<file path="src/rtl/dragonfang_pkg.sv">
// Shared types and constants for the vector write-back sequencer.
package dragonfang_pkg;

    // Bytes carried by one VRF beat (one 64-bit vector register).
    localparam int VWB_BEAT_BYTES = 8;

    typedef enum logic [1:0] {
        VWB_SEW8  = 2'd0,
        VWB_SEW16 = 2'd1,
        VWB_SEW32 = 2'd2,
        VWB_SEW64 = 2'd3
    } vwb_sew_t;

    typedef enum logic [1:0] {
        VWB_LMUL1 = 2'd0,
        VWB_LMUL2 = 2'd1,
        VWB_LMUL4 = 2'd2,
        VWB_LMUL8 = 2'd3
    } vwb_lmul_t;

    typedef enum logic [2:0] {
        VWB_IDLE    = 3'd0,
        VWB_READ    = 3'd1,
        VWB_CAPTURE = 3'd2,
        VWB_MERGE   = 3'd3,
        VWB_WRITE   = 3'd4,
        VWB_DONE    = 3'd5
    } vwb_state_t;

    // Index of the final beat of a register group (nb - 1).
    function automatic logic [2:0] vwb_last_beat(input vwb_lmul_t lmul);
        logic [2:0] last;
        case (lmul)
            VWB_LMUL1: last = 3'd0;
            VWB_LMUL2: last = 3'd1;
            VWB_LMUL4: last = 3'd3;
            default:   last = 3'd7;
        endcase
        return last;
    endfunction

endpackage

</file>
<file path="src/rtl/vector_byte_class_gen.sv">
// Per-byte classification of one write-back beat: active bytes take the
// execute result, undisturbed bytes keep the old register contents.
module vector_byte_class_gen
    import dragonfang_pkg::*;
(
    input  logic [2:0]  beat,
    input  logic [1:0]  sew,
    input  logic [6:0]  vl,
    input  logic        vm,
    input  logic        vta,
    input  logic        vma,
    input  logic [63:0] v0,
    output logic [7:0]  byte_active,
    output logic [7:0]  byte_undisturbed,
    output logic        any_undisturbed
);

    // beat * elements-per-register, as a shift: epr = 8 >> sew = 1 << (3 - sew).
    logic [1:0] epr_shift;
    logic [6:0] beat_base;

    assign epr_shift = 2'd3 - sew;
    assign beat_base = {4'd0, beat} << epr_shift;

    genvar gi;
    generate
        for (gi = 0; gi < VWB_BEAT_BYTES; gi++) begin : g_byte
            localparam logic [2:0] BYTE_IDX = 3'(gi);
            logic [6:0] elem;
            logic       tail;
            logic       active;
            logic       masked;

            // Element index never exceeds 63, so elem[5:0] addresses v0 directly.
            assign elem   = beat_base + {4'd0, BYTE_IDX >> sew};
            assign tail   = (elem >= vl);
            assign active = !tail && (vm || v0[elem[5:0]]);
            assign masked = !tail && !active;

            assign byte_active[gi]      = active;
            assign byte_undisturbed[gi] = (tail && !vta) || (masked && !vma);
        end
    endgenerate

    assign any_undisturbed = |byte_undisturbed;

endmodule

</file>
<file path="src/rtl/vector_write_back_sequencer.sv">
// Write-back sequencer: walks the register group of one vector instruction,
// fetches old data only when a beat has undisturbed bytes, merges it with
// the execute stream and issues one VRF write per register.
module vector_write_back_sequencer
    import dragonfang_pkg::*;
#(
    parameter int VLEN      = 64,
    parameter int NUM_VREGS = 32
) (
    input  logic                         clk,
    input  logic                         reset_n,
    input  logic                         req_valid,
    output logic                         req_ready,
    input  logic [$clog2(NUM_VREGS)-1:0] req_vd,
    input  logic [1:0]                   req_lmul,
    input  logic [1:0]                   req_sew,
    input  logic [6:0]                   req_vl,
    input  logic                         req_vm,
    input  logic                         req_vta,
    input  logic                         req_vma,
    input  logic [VLEN-1:0]              req_v0,
    input  logic                         res_valid,
    output logic                         res_ready,
    input  logic [VLEN-1:0]              res_data,
    output logic                         vrf_rd_en,
    output logic [$clog2(NUM_VREGS)-1:0] vrf_rd_addr,
    input  logic [VLEN-1:0]              vrf_rd_data,
    output logic                         vrf_wr_en,
    output logic [$clog2(NUM_VREGS)-1:0] vrf_wr_addr,
    output logic [VLEN-1:0]              vrf_wr_data,
    output logic                         busy,
    output logic                         done
);

    localparam int AW = $clog2(NUM_VREGS);

    vwb_state_t        state_reg, state_next;

    // Job registers, captured on accept so later request changes are ignored.
    logic [AW-1:0]     vd_reg;
    vwb_lmul_t         lmul_reg;
    vwb_sew_t          sew_reg;
    logic [6:0]        vl_reg;
    logic              vm_reg;
    logic              vta_reg;
    logic              vma_reg;
    logic [VLEN-1:0]   v0_reg;

    logic [2:0]        beat_reg;
    logic [VLEN-1:0]   old_reg;
    logic [AW-1:0]     wr_addr_reg;
    logic [VLEN-1:0]   wr_data_reg;

    logic [AW-1:0]     beat_addr;
    logic              last_beat;

    // Classifier inputs are muxed: request fields for beat 0 while idle,
    // the upcoming beat while writing, otherwise the current beat.
    logic [2:0]        cls_beat;
    logic [1:0]        cls_sew;
    logic [6:0]        cls_vl;
    logic              cls_vm;
    logic              cls_vta;
    logic              cls_vma;
    logic [VLEN-1:0]   cls_v0;
    logic [7:0]        byte_active;
    logic [7:0]        byte_undisturbed;
    logic              any_undisturbed;
    logic [VLEN-1:0]   merged_data;

    // Register index wraps naturally modulo the register file size.
    assign beat_addr = vd_reg + AW'(beat_reg);
    assign last_beat = (beat_reg == vwb_last_beat(lmul_reg));

    // Select which beat the classifier evaluates this cycle.
    always_comb begin
        cls_beat = beat_reg;
        cls_sew  = sew_reg;
        cls_vl   = vl_reg;
        cls_vm   = vm_reg;
        cls_vta  = vta_reg;
        cls_vma  = vma_reg;
        cls_v0   = v0_reg;
        if (state_reg == VWB_IDLE) begin
            cls_beat = 3'd0;
            cls_sew  = req_sew;
            cls_vl   = req_vl;
            cls_vm   = req_vm;
            cls_vta  = req_vta;
            cls_vma  = req_vma;
            cls_v0   = req_v0;
        end else if (state_reg == VWB_WRITE) begin
            cls_beat = beat_reg + 3'd1;
        end
    end

    vector_byte_class_gen u_class (
        .beat             (cls_beat),
        .sew              (cls_sew),
        .vl               (cls_vl),
        .vm               (cls_vm),
        .vta              (cls_vta),
        .vma              (cls_vma),
        .v0               (cls_v0),
        .byte_active      (byte_active),
        .byte_undisturbed (byte_undisturbed),
        .any_undisturbed  (any_undisturbed)
    );

    genvar gi;
    generate
        for (gi = 0; gi < VWB_BEAT_BYTES; gi++) begin : g_merge
            assign merged_data[gi*8 +: 8] = byte_active[gi]      ? res_data[gi*8 +: 8] :
                                            byte_undisturbed[gi] ? old_reg[gi*8 +: 8]  :
                                                                   8'hFF;
        end
    endgenerate

    // State register.
    always_ff @(posedge clk or negedge reset_n) begin
        if (!reset_n) begin
            state_reg <= VWB_IDLE;
        end else begin
            state_reg <= state_next;
        end
    end

    // Next-state and handshake/strobe decode.
    always_comb begin
        state_next  = state_reg;
        req_ready   = 1'b0;
        res_ready   = 1'b0;
        vrf_rd_en   = 1'b0;
        vrf_rd_addr = '0;
        vrf_wr_en   = 1'b0;
        busy        = 1'b1;
        done        = 1'b0;
        case (state_reg)
            VWB_IDLE: begin
                busy      = 1'b0;
                req_ready = 1'b1;
                if (req_valid) begin
                    if (req_vl == 7'd0) begin
                        state_next = VWB_DONE;
                    end else if (any_undisturbed) begin
                        state_next = VWB_READ;
                    end else begin
                        state_next = VWB_MERGE;
                    end
                end
            end
            VWB_READ: begin
                vrf_rd_en   = 1'b1;
                vrf_rd_addr = beat_addr;
                state_next  = VWB_CAPTURE;
            end
            VWB_CAPTURE: begin
                state_next = VWB_MERGE;
            end
            VWB_MERGE: begin
                res_ready = 1'b1;
                if (res_valid) begin
                    state_next = VWB_WRITE;
                end
            end
            VWB_WRITE: begin
                vrf_wr_en = 1'b1;
                if (last_beat) begin
                    state_next = VWB_DONE;
                end else if (any_undisturbed) begin
                    state_next = VWB_READ;
                end else begin
                    state_next = VWB_MERGE;
                end
            end
            VWB_DONE: begin
                done       = 1'b1;
                state_next = VWB_IDLE;
            end
            default: begin
                state_next = VWB_IDLE;
            end
        endcase
    end

    // Job capture, beat counter, old-data capture and registered write beat.
    always_ff @(posedge clk or negedge reset_n) begin
        if (!reset_n) begin
            vd_reg      <= '0;
            lmul_reg    <= VWB_LMUL1;
            sew_reg     <= VWB_SEW8;
            vl_reg      <= '0;
            vm_reg      <= 1'b0;
            vta_reg     <= 1'b0;
            vma_reg     <= 1'b0;
            v0_reg      <= '0;
            beat_reg    <= '0;
            old_reg     <= '0;
            wr_addr_reg <= '0;
            wr_data_reg <= '0;
        end else begin
            case (state_reg)
                VWB_IDLE: begin
                    if (req_valid) begin
                        vd_reg   <= req_vd;
                        lmul_reg <= vwb_lmul_t'(req_lmul);
                        sew_reg  <= vwb_sew_t'(req_sew);
                        vl_reg   <= req_vl;
                        vm_reg   <= req_vm;
                        vta_reg  <= req_vta;
                        vma_reg  <= req_vma;
                        v0_reg   <= req_v0;
                        beat_reg <= 3'd0;
                    end
                end
                VWB_CAPTURE: begin
                    old_reg <= vrf_rd_data;
                end
                VWB_MERGE: begin
                    if (res_valid) begin
                        wr_addr_reg <= beat_addr;
                        wr_data_reg <= merged_data;
                    end
                end
                VWB_WRITE: begin
                    // Hold on the last beat so the counter never wraps within a job.
                    if (!last_beat) begin
                        beat_reg <= beat_reg + 3'd1;
                    end
                end
                default: begin
                end
            endcase
        end
    end

    assign vrf_wr_addr = wr_addr_reg;
    assign vrf_wr_data = wr_data_reg;

endmodule

</file>
<file path="config.mk">
export PLATFORM = sky130hd
export DESIGN_NAME = vector_write_back_sequencer
export DESIGN_NICKNAME = d
export VERILOG_FILES = /design/src/rtl/dragonfang_pkg.sv /design/src/rtl/vector_byte_class_gen.sv /design/src/rtl/vector_write_back_sequencer.sv
export SDC_FILE = /design/constraint.sdc
export NUM_CORES = 1
export LEC_CHECK = 0
export ABC_AREA = 1
export CELL_PAD_IN_SITES_DETAIL_PLACEMENT = 0
export CELL_PAD_IN_SITES_GLOBAL_PLACEMENT = 1
export CORE_MARGIN = 2
export CORE_UTILIZATION = 42
export CTS_CLUSTER_SIZE = 40
export DETAILED_ROUTE_END_ITERATION = 12
export GPL_TIMING_DRIVEN = 1
export PLACE_DENSITY_LB_ADDON = 0.05
export RECOVER_POWER = 25
export SETUP_SLACK_MARGIN = 0.05
export SLEW_MARGIN = 5
export SYNTH_ARGS = -nofsm -noshare
export SYNTH_HDL_FRONTEND = slang
export SYNTH_SLANG_ARGS = --single-unit
</file>
<file path="constraint.sdc">
create_clock -name clk -period 10.43 [get_ports clk]
set_input_delay 1.043 -clock clk [delete_from_list [all_inputs] [get_ports clk]]
set_output_delay 1.043 -clock clk [all_outputs]
set_load 0.02 [all_outputs]
</file>
* After elaboration in Yosys (flattened, before gate mapping)
Cells that the tools add are included.
** Word-level totals
- Input bits :: 215
- Output and inout port bits :: 80
- Logic and storage cells :: 192
- Register bits after elaboration :: 222
** Operators by class
- Add/subtract/negate cells :: 11
- Reduce and logical (&&, ||, !) cells :: 75
- Shifts and indexed selects :: 9
- Multiplexer cells :: 57
- $lt $le $gt $ge :: 16
- Eq/ne operators :: 11
** Operators with widths (number)
- 8-bit two-way mux :: 16
- 64-bit two-way mux :: 1
- 7-bit by 3-bit adder with 7-bit output :: 8
- 7-bit >= comparator :: 8
- 6-bit by 7-bit less-than comparator with 1-bit output, second input constant :: 8
- 1-bit binary-select mux with 6-bit select :: 8
- 1-bit logical AND :: 32
- 3-bit two-way mux :: 8
- 1-bit logical NOT :: 18
- 1-bit two-way mux :: 17
- 1-bit logical OR :: 16
- 3-bit case mux with 5 select lines :: 1
- 3-bit by 2-bit right shift with 3-bit output, first input constant :: 4
- 3-bit case mux with 3 select lines :: 1
- 8-bit OR reduction :: 1
- 7-bit logical NOT :: 1
- 7-bit two-way mux :: 1
- 3-bit by 2-bit left shift with 7-bit output :: 1
- 3-bit by 2-bit equality test with 1-bit output, second input constant :: 2
- 3-bit equality test, second input constant :: 2
- 2-bit != test, second input constant :: 3
- 3-bit case mux with 2 select lines :: 1
- 2-bit AND reduction :: 3
- 1-bit by 2-bit right shift with 3-bit output, first input constant :: 2
- 14 further kinds :: 16

* Depth between registers and ports, before layout
Gate-level depths: netlist (run 1).
- Word-level depth :: 18
- Mapped depth :: 35
- Depth with buffers taken out :: 33

* By module
From an unflattened synthesis (run 1), not the netlist that was laid out.
** Unflattened totals
- Cell total of the unflattened synthesis :: 2618
- Area, all modules :: 17789.6 um^2
** By module, submodules not included
- vector_write_back_sequencer :: cells each 1112, area an instance 10243.6 um^2, instances 1, seq. area each 5555.3 um^2
- vector_byte_class_gen :: cells each 1506, area an instance 7546.0 um^2, instances 1, seq. area each 0.0 um^2

* Worst setup path after synthesis (run 1)
No wires, ideal clock.
- Kind :: register -> register
- Start point :: register state_reg[0]
- End point :: register state_reg[1]
- Buffers on the path :: 4
- Library setup time :: 0.070 ns
- Required time :: 10.360 ns
- Path slack :: 5.774 ns
- Arrival time :: 4.587 ns
- Period minus slack after synthesis :: 4.656 ns
- Cell stages (with the launch flop) :: 31
- Cells stage by stage :: dfrtp_1 inv_1 nand2_2 nor2_4 ha_1 inv_1 nand3_1 buf_2 nor2_4 buf_2 ha_1 clkbuf_1 inv_1 clkbuf_1 ha_1 inv_1 a21boi_0 o21a_1 o21ai_0 nand2_1 a21oi_1 nor2_1 a211oi_1 o21ai_0 nand2_4 nand2_1 nor2_1 nand2_1 nand2_1 nand2_1 nand2_1
** Between the ends
- Cells in the longest elaborated chain, start to end :: 18
- Elaborated cells between the ends (all ways) :: 130
- Classes of those cells :: 9 x add/sub; 8 x order compare; 6 x eq/ne; 9 x shift; 29 x mux; 69 x reduce/logical
** RTL lines
- start, declared :: line vector_write_back_sequencer.sv:37 : vwb_state_t state_reg, state_next;
- start signal, assigned :: line vector_write_back_sequencer.sv:124 : state_reg <= state_next;
- 3-bit logical NOT / 3-bit equality test (equally long branches) :: line vector_write_back_sequencer.sv:84, vector_write_back_sequencer.sv:138, vector_write_back_sequencer.sv:92
- 2-bit two-way mux / 3-bit two-way mux (equally long branches) :: line vector_write_back_sequencer.sv:84, vector_write_back_sequencer.sv:92
- 2-bit subtractor / 3-bit two-way mux (equally long branches) :: line vector_byte_class_gen.sv:22, vector_write_back_sequencer.sv:84
- 3-bit by 2-bit left shift with 7-bit output :: line vector_byte_class_gen.sv:23 : assign beat_base = {4'd0, beat} << epr_shift;
- 7-bit by 3-bit adder with 7-bit output :: line vector_byte_class_gen.sv:35 : assign elem = beat_base + {4'd0, BYTE_IDX >> sew};
- 1-bit binary-select mux with 6-bit select :: line vector_byte_class_gen.sv:37 : assign active = !tail && (vm || v0[elem[5:0]]);
- 1-bit two-way mux (not written as such) :: line vector_byte_class_gen.sv:37
- 1-bit logical OR :: line vector_byte_class_gen.sv:37
- [... 2 more ...]
- 1-bit logical AND :: line vector_byte_class_gen.sv:38 : assign masked = !tail && !active;
- 1-bit logical AND :: line vector_byte_class_gen.sv:41 : assign byte_undisturbed[gi] = (tail && !vta) || (masked && !vma);
- 1-bit logical OR :: line vector_byte_class_gen.sv:41
- 8-bit OR reduction :: line vector_byte_class_gen.sv:45 : assign any_undisturbed = |byte_undisturbed;
- 2-bit two-way mux :: line vector_write_back_sequencer.sv:145, vector_write_back_sequencer.sv:170
- 3-bit two-way mux :: line vector_write_back_sequencer.sv:143 : if (req_vl == 7'd0) begin
- 3-bit two-way mux :: line vector_write_back_sequencer.sv:142 : if (req_valid) begin
- 3-bit case mux with 5 select lines :: line vector_write_back_sequencer.sv:138 : case (state_reg)
Parallel ways exist; a longest one is shown, timed or not. The select of a mux whose other input is x is not followed.
A chain may end at the register's enable or synchronous reset.

==> results.md, run 1 <==
- Routed Antenna Nets: 0
- Clk_skew: 0.0423 ns
- Die width: 210 um
- Pin count of the biggest net entering global routing: 92
- Worst Hold End: vrf_wr_data[41]
- Remaining Overflow, GRT: 0
- PostCTS Resize Cnt: 0
- Vias/cell: 5.65
- Crit path time final: 7.25 ns
- Post-route insts no fill: 3405
- Vias in the first global route: 18300
- DRT Wirelength: 71700 um
- DRC: 0
- TritonCTS buffer count: 25
- CTS H-Tree Depth: 1
- Top-Level Pins: 295
- Leading cell types by total area after synthesis: dfrtp_1 (31%), nand2_1 (17%), nand3_1 (6.8%)
- Total Routing Usage GR: 31.9%
- Placed wire-length estimate: 54900 um
- CTS root buf: clkbuf_16
- CTS Buffer Depth: 3
- Commonest non-fill, non-tap cell in the layout: nand2_1
- FF-to-FF End: state_reg[1]
- Synth Instances: 2625
- CTS sink cnt: 222
- Compound-Gate Fraction of Synth Area: 17.1%
- Sequential fraction of the synthesis area: 31.1%
- Largest family of logic cells by synthesized area: simple AND/OR/NAND/NOR gates
- Multiplexer area fraction after synthesis: 5.04%
- Hold_buf cts: 0
- RSZ-0062 raised after global routing: no
- Synthesized area: 17900 um^2
- Placed Cells: 3364
- Worst-path clk slew: 0.06 ns
- Worst hold path class: reg2reg
- Synth Area in XOR/XNOR: 0.679%
- RD Place Congestion: 1.03
- Via count of the routed design: 19200
- Hold Path Stages: 2
- Fin nets: 3145
- Crit. End Element: async pin
- # setup viols final: 0
- Netlist cell types: 50
- Commonest non-fill, non-tap cells in the layout: nand2_1 (807), clkdlybuf4s50_1 (293), nand3_1 (243)
- Worst reg-to-reg path cell count: 25
- Clk_lat worst skew: 0.57 ns
- FP Rows: 75
- Failing checks: capacitance limit, slew limit
- DR WL/cell: 21.0 um
- CP dominant cell by count: clkbuf_1
- Core ar.: 41900 um^2
- Startpoint types: primary input
- Synth async-reset ratio: 100%
- First-pass iteration count of the detailed router: 9
- Final setup TNS: 0 ns
- Actual slew at the worst max-slew pin: 4.36 ns
- Area Growth Syn to Fin: 23.2%
- Fin. max-slew vios: 148
- Initial DRC count: 1982
- CP top delay family: buffers and inverters
- Main synth FF type: dfrtp_1
- I/O Buffers: 294
- R2R Setup Slk: 4.24 ns
- Critical Path AT: 7.00 ns
- Crit Path Category: in2async
- Crit path required time: 10.18 ns
- Ant. Diodes: 0
- Final hold violation count: 0
- Post-Synth Adder-Cell Area: 5.50%
- Critical path's largest stage delay: 2.98 ns
- Post-synth top area cell: dfrtp_1
- Setup Fix Bufs, Post-CTS: 0
- Slowest CP cell: clkbuf_1
- TritonCTS clock tree: built
- Fmax: 0.138 GHz
- Status: finished, violations left
- R2r startpoint: state_reg[2]
- First-pass GRT wire length: 108000 um
- Mean area per synthesized cell: 6.81 um^2
- CP bufs+invs: 2
- FF+latch count, synth: 222
- CP Cell Sequence: clkbuf_1, clkbuf_1
- Yosys top cell area share: 31.1%
- Max_cap viols: 2
- Yosys warnings: 0
- Slew headroom: -190%
- Starting Density: 42.6%
- Final Cycle Share: 69.5%
- HP Start: vrf_wr_data[41]
- Die Ht: 210 um
- Worst-path fanout max: 74
- Initial antenna violation count: 0
- Die area: 44200 um^2
- Post-synthesis simple-gate area fraction: 32.5%
- Layout cells sized above 1: 9.18%
- Post-synth EDFFs: 0
-- routing by layer --
metal	GRT usage [%]	part of all wire [%]
met1	45.0	43
met2	48.9	44
met4	9.76	3.2
met5	0.779	0.049
met3	6.96	9.5
-- area by class of cell --
class | instances | area, um^2
clock buffers | 31 | 698
clock inverters | 10 | 146
fillers | 4215 | 19900
inverters | 222 | 836
multi-input cells | 2049 | 10900
flip-flops and latches | 222 | 5560
well taps | 539 | 674
repair buffers | 332 | 3220
-- synthesized netlist by cell type (10+ instances only) --
master / n
nor2_1: 180
buf_1: 10
nand2_1: 808
dfrtp_1: 222
xor2_1: 11
mux2_2: 80
nand2_2: 25
o21ai_1: 83
nand4_1: 21
clkbuf_1: 87
o21ai_0: 235
o21ai_2: 16
inv_2: 14
nand3_2: 11
o22ai_1: 13
ha_1: 77
buf_2: 22
nand3_1: 244
o221ai_1: 16
inv_1: 202
nand2_4: 19
o211ai_1: 62
a21oi_1: 90
-- metrics by stage --
step / setup WS [ns] / hold WS [ns] / cell area (um^2) / utilization, %
after floorplan: 5.77 / 0.448 / 17900 / -
after global placement: 4.41 / 0.461 / 21200 / 50.5
after global routing: 1.86 / 0.508 / 22000 / 52.5
after detailed placement: 4.29 / 0.465 / 21200 / 50.5
after CTS: 4.29 / 0.469 / 22000 / 52.6
final: 3.18 / 0.481 / 22000 / 52.5
-- worst max-delay path by stage --
stage / end / cells after the start / slack, ns / startpoint
floorplan: state_reg[1] / 30 / 5.77 / state_reg[0]
global placement: state_reg[1] / 25 / 4.41 / req_sew[1]
detailed placement: state_reg[1] / 25 / 4.29 / req_sew[1]
CTS: state_reg[1] / 25 / 4.29 / state_reg[2]
global route: vrf_wr_data[27] / 2 / 1.86 / reset_n
finish: old_reg[6] / 2 / 3.18 / reset_n
-- kinds of logic after synthesis --
kind of cell | count (synthesis)
AOI/OAI and AO/OA | 536
xor gates and xnor gates | 13
adders and majority gates | 78
buffers and inverters | 357
DFF | 222
muxes | 80
other | 1
and+or+nand+nor | 1338
Power of run 1 is left out: the tool's default activity adds up to more than one toggle a clock period on the data nets, which glitch-free logic cannot reach.
==> run 2, diff against run 1 <==
- CORE_UTILIZATION: 42 -> 39
- clock period: 10.43 -> 7.15 ns (I/O delays scaled with it)
==> results.md, run 2 (synthesized netlist as in run 1, its figures left out) <==
- DRT Wirelength: 75300 um
- Setup Fix Bufs, Post-CTS: 0
- Crit path time final: 5.69 ns
- DP Area: 21300 um^2
- Initial DRC count: 2102
- Die area: 47600 um^2
- DR WL/cell: 21.7 um
- R2r startpoint: state_reg[2]
- First-pass GRT wire length: 113000 um
- Core ar.: 45300 um^2
- FP Rows: 78
- Placed wire-length estimate: 56800 um
- TritonCTS buffer count: 27
- Hold_buf cts: 0
- First-pass iteration count of the detailed router: 6
- CP startpoint: state_reg[2]
- Final Cycle Share: 79.6%
- Commonest non-fill, non-tap cell in the layout: nand2_1
- Failing checks: capacitance limit, slew limit
- Vias in the first global route: 18500
- RSZ-0062 raised after global routing: no
- Starting Density: 39.5%
- Clk_lat worst skew: 0.56 ns
- Worst hold path class: reg2reg
- Status: finished, violations left
- Crit path required time: 7.65 ns
- Fmax: 0.176 GHz
- CTS root buf: clkbuf_16
- Pin count of the biggest net entering global routing: 174
- Remaining Overflow, GRT: 0
- Initial antenna violation count: 1
- Routed Antenna Nets: 0
- Fillers: 4660
- I/O Buffers: 294
- Crit. End Element: flip-flop
- Place WS: 1.61 ns
- Clk_skew: 0.0117 ns
- Area Growth Syn to Fin: 23.7%
- PostCTS Resize Cnt: 0
- Commonest non-fill, non-tap cells in the layout: nand2_1 (806), clkdlybuf4s50_1 (293), nand3_1 (243)
- Slew headroom: -96.5%
- Critical Path AT: 6.19 ns
- Worst-path clk slew: 0.06 ns
- Worst-path fanout max: 33
- CTS H-Tree Depth: 1
- Final hold violation count: 0
- Post-route setup slack: 1.46 ns
- Final setup TNS: 0 ns
- Via count of the routed design: 19300
- Die Ht: 218 um
- CTS Buffer Depth: 3
- # setup viols final: 0
- Fin nets: 3150
- RD Place Congestion: 1.00
- Crit Path Category: reg2reg
- Worst hold slack: 0.478 ns
- Vias/cell: 5.56
- TritonCTS clock tree: built
- HP Start: vrf_wr_data[28]
- Actual slew at the worst max-slew pin: 2.95 ns
- DRC: 0
- Max_cap viols: 2
- Post-layout instance area: 22100 um^2
- CTS sink cnt: 222
- Layout cells sized above 1: 9.16%
- Total Routing Usage GR: 31.1%
- Die width: 218 um
- Top-Level Pins: 295
- Fin. max-slew vios: 225
- Startpoint types: flip-flop
run 2: cell types whose count changed in the layout (fill, tap and decap cells not counted):
cell,delta
diode_2,+1
clkinv_2,-1
o21ai_2,-1
nand2_1,-1
bufinv_16,-2
clkinv_4,-1
clkbuf_16,+2
nand2_2,+1
o21ai_1,+3
clkbuf_8,-2
clkbuf_1,+6
clkbuf_4,+1
buf_4,+3
o21ai_0,-2
run 2: critical path, stage by stage (launching register included):
cell	delay, ns
dfrtp_1	0.44
inv_2	0.31
nor2_4	0.09
ha_1	0.32
inv_1	0.11
nand3_1	0.43
nor2_4	0.62
ha_1	0.34
buf_4	0.26
inv_1	0.89
nor2_1	0.12
o22ai_1	0.24
nor2_1	0.06
nor2_1	0.09
o21ai_0	0.17
nand3_1	0.17
nand3_1	0.20
nand4_1	0.13
nand2_1	0.10
nor2_1	0.14
nand2_1	0.16
nand2_1	0.09
nand2_1	0.05
nand2_1	0.05
run 2: through the flow:
| stage | utilization (%) | instances |
|---|---|---|
| floorplan | - | 2628 |
| global placement | 47.1 | 3428 |
| detailed placement | 47.1 | 3428 |
| CTS | 48.9 | 3472 |
| global route | 48.8 | 3472 |
| finish | 48.8 | 3473 |
run 2: path summary, 6_finish.rpt:
path                                         to  slack (ns)  depth (start not counted)
worst max-delay path               state_reg[1]        1.46                         23
worst min-delay path            vrf_wr_data[28]        0.48                          2
worst max register to register     state_reg[1]        1.46                         23
worst min register to register  vrf_wr_data[28]        0.48                          2
max in group asynchronous       vrf_wr_data[15]        2.14                          2
min in group asynchronous            v0_reg[51]        1.11                          1
run 2: area by class of cell:
class / count / area (um^2) / area share [%]
sequential: 222 / 5560 / 25.1
timing repair buffer: 335 / 3240 / 14.7
clock inverter: 6 / 72.6 / 0.328
inverter: 222 / 836 / 3.78
clock buffer: 38 / 747 / 3.38
multi-input combinational: 2049 / 10900 / 49.3
antenna: 1 / 2.50 / 0.0113
tap: 600 / 751 / 3.40
run 2: metal layers:
| layer | GRT usage (%) | wire, um | up-vias |
|---|---|---|---|
| met2 | 47.4 | 33200 | 825 |
| met4 | 11.5 | 2910 | 0 |
| li1 | - | - | 9174 |
| met1 | 43.8 | 33100 | 9172 |
| met5 | 0 | 0 | - |
| met3 | 5.68 | 6040 | 155 |
Power of run 2 is left out for the same reason.
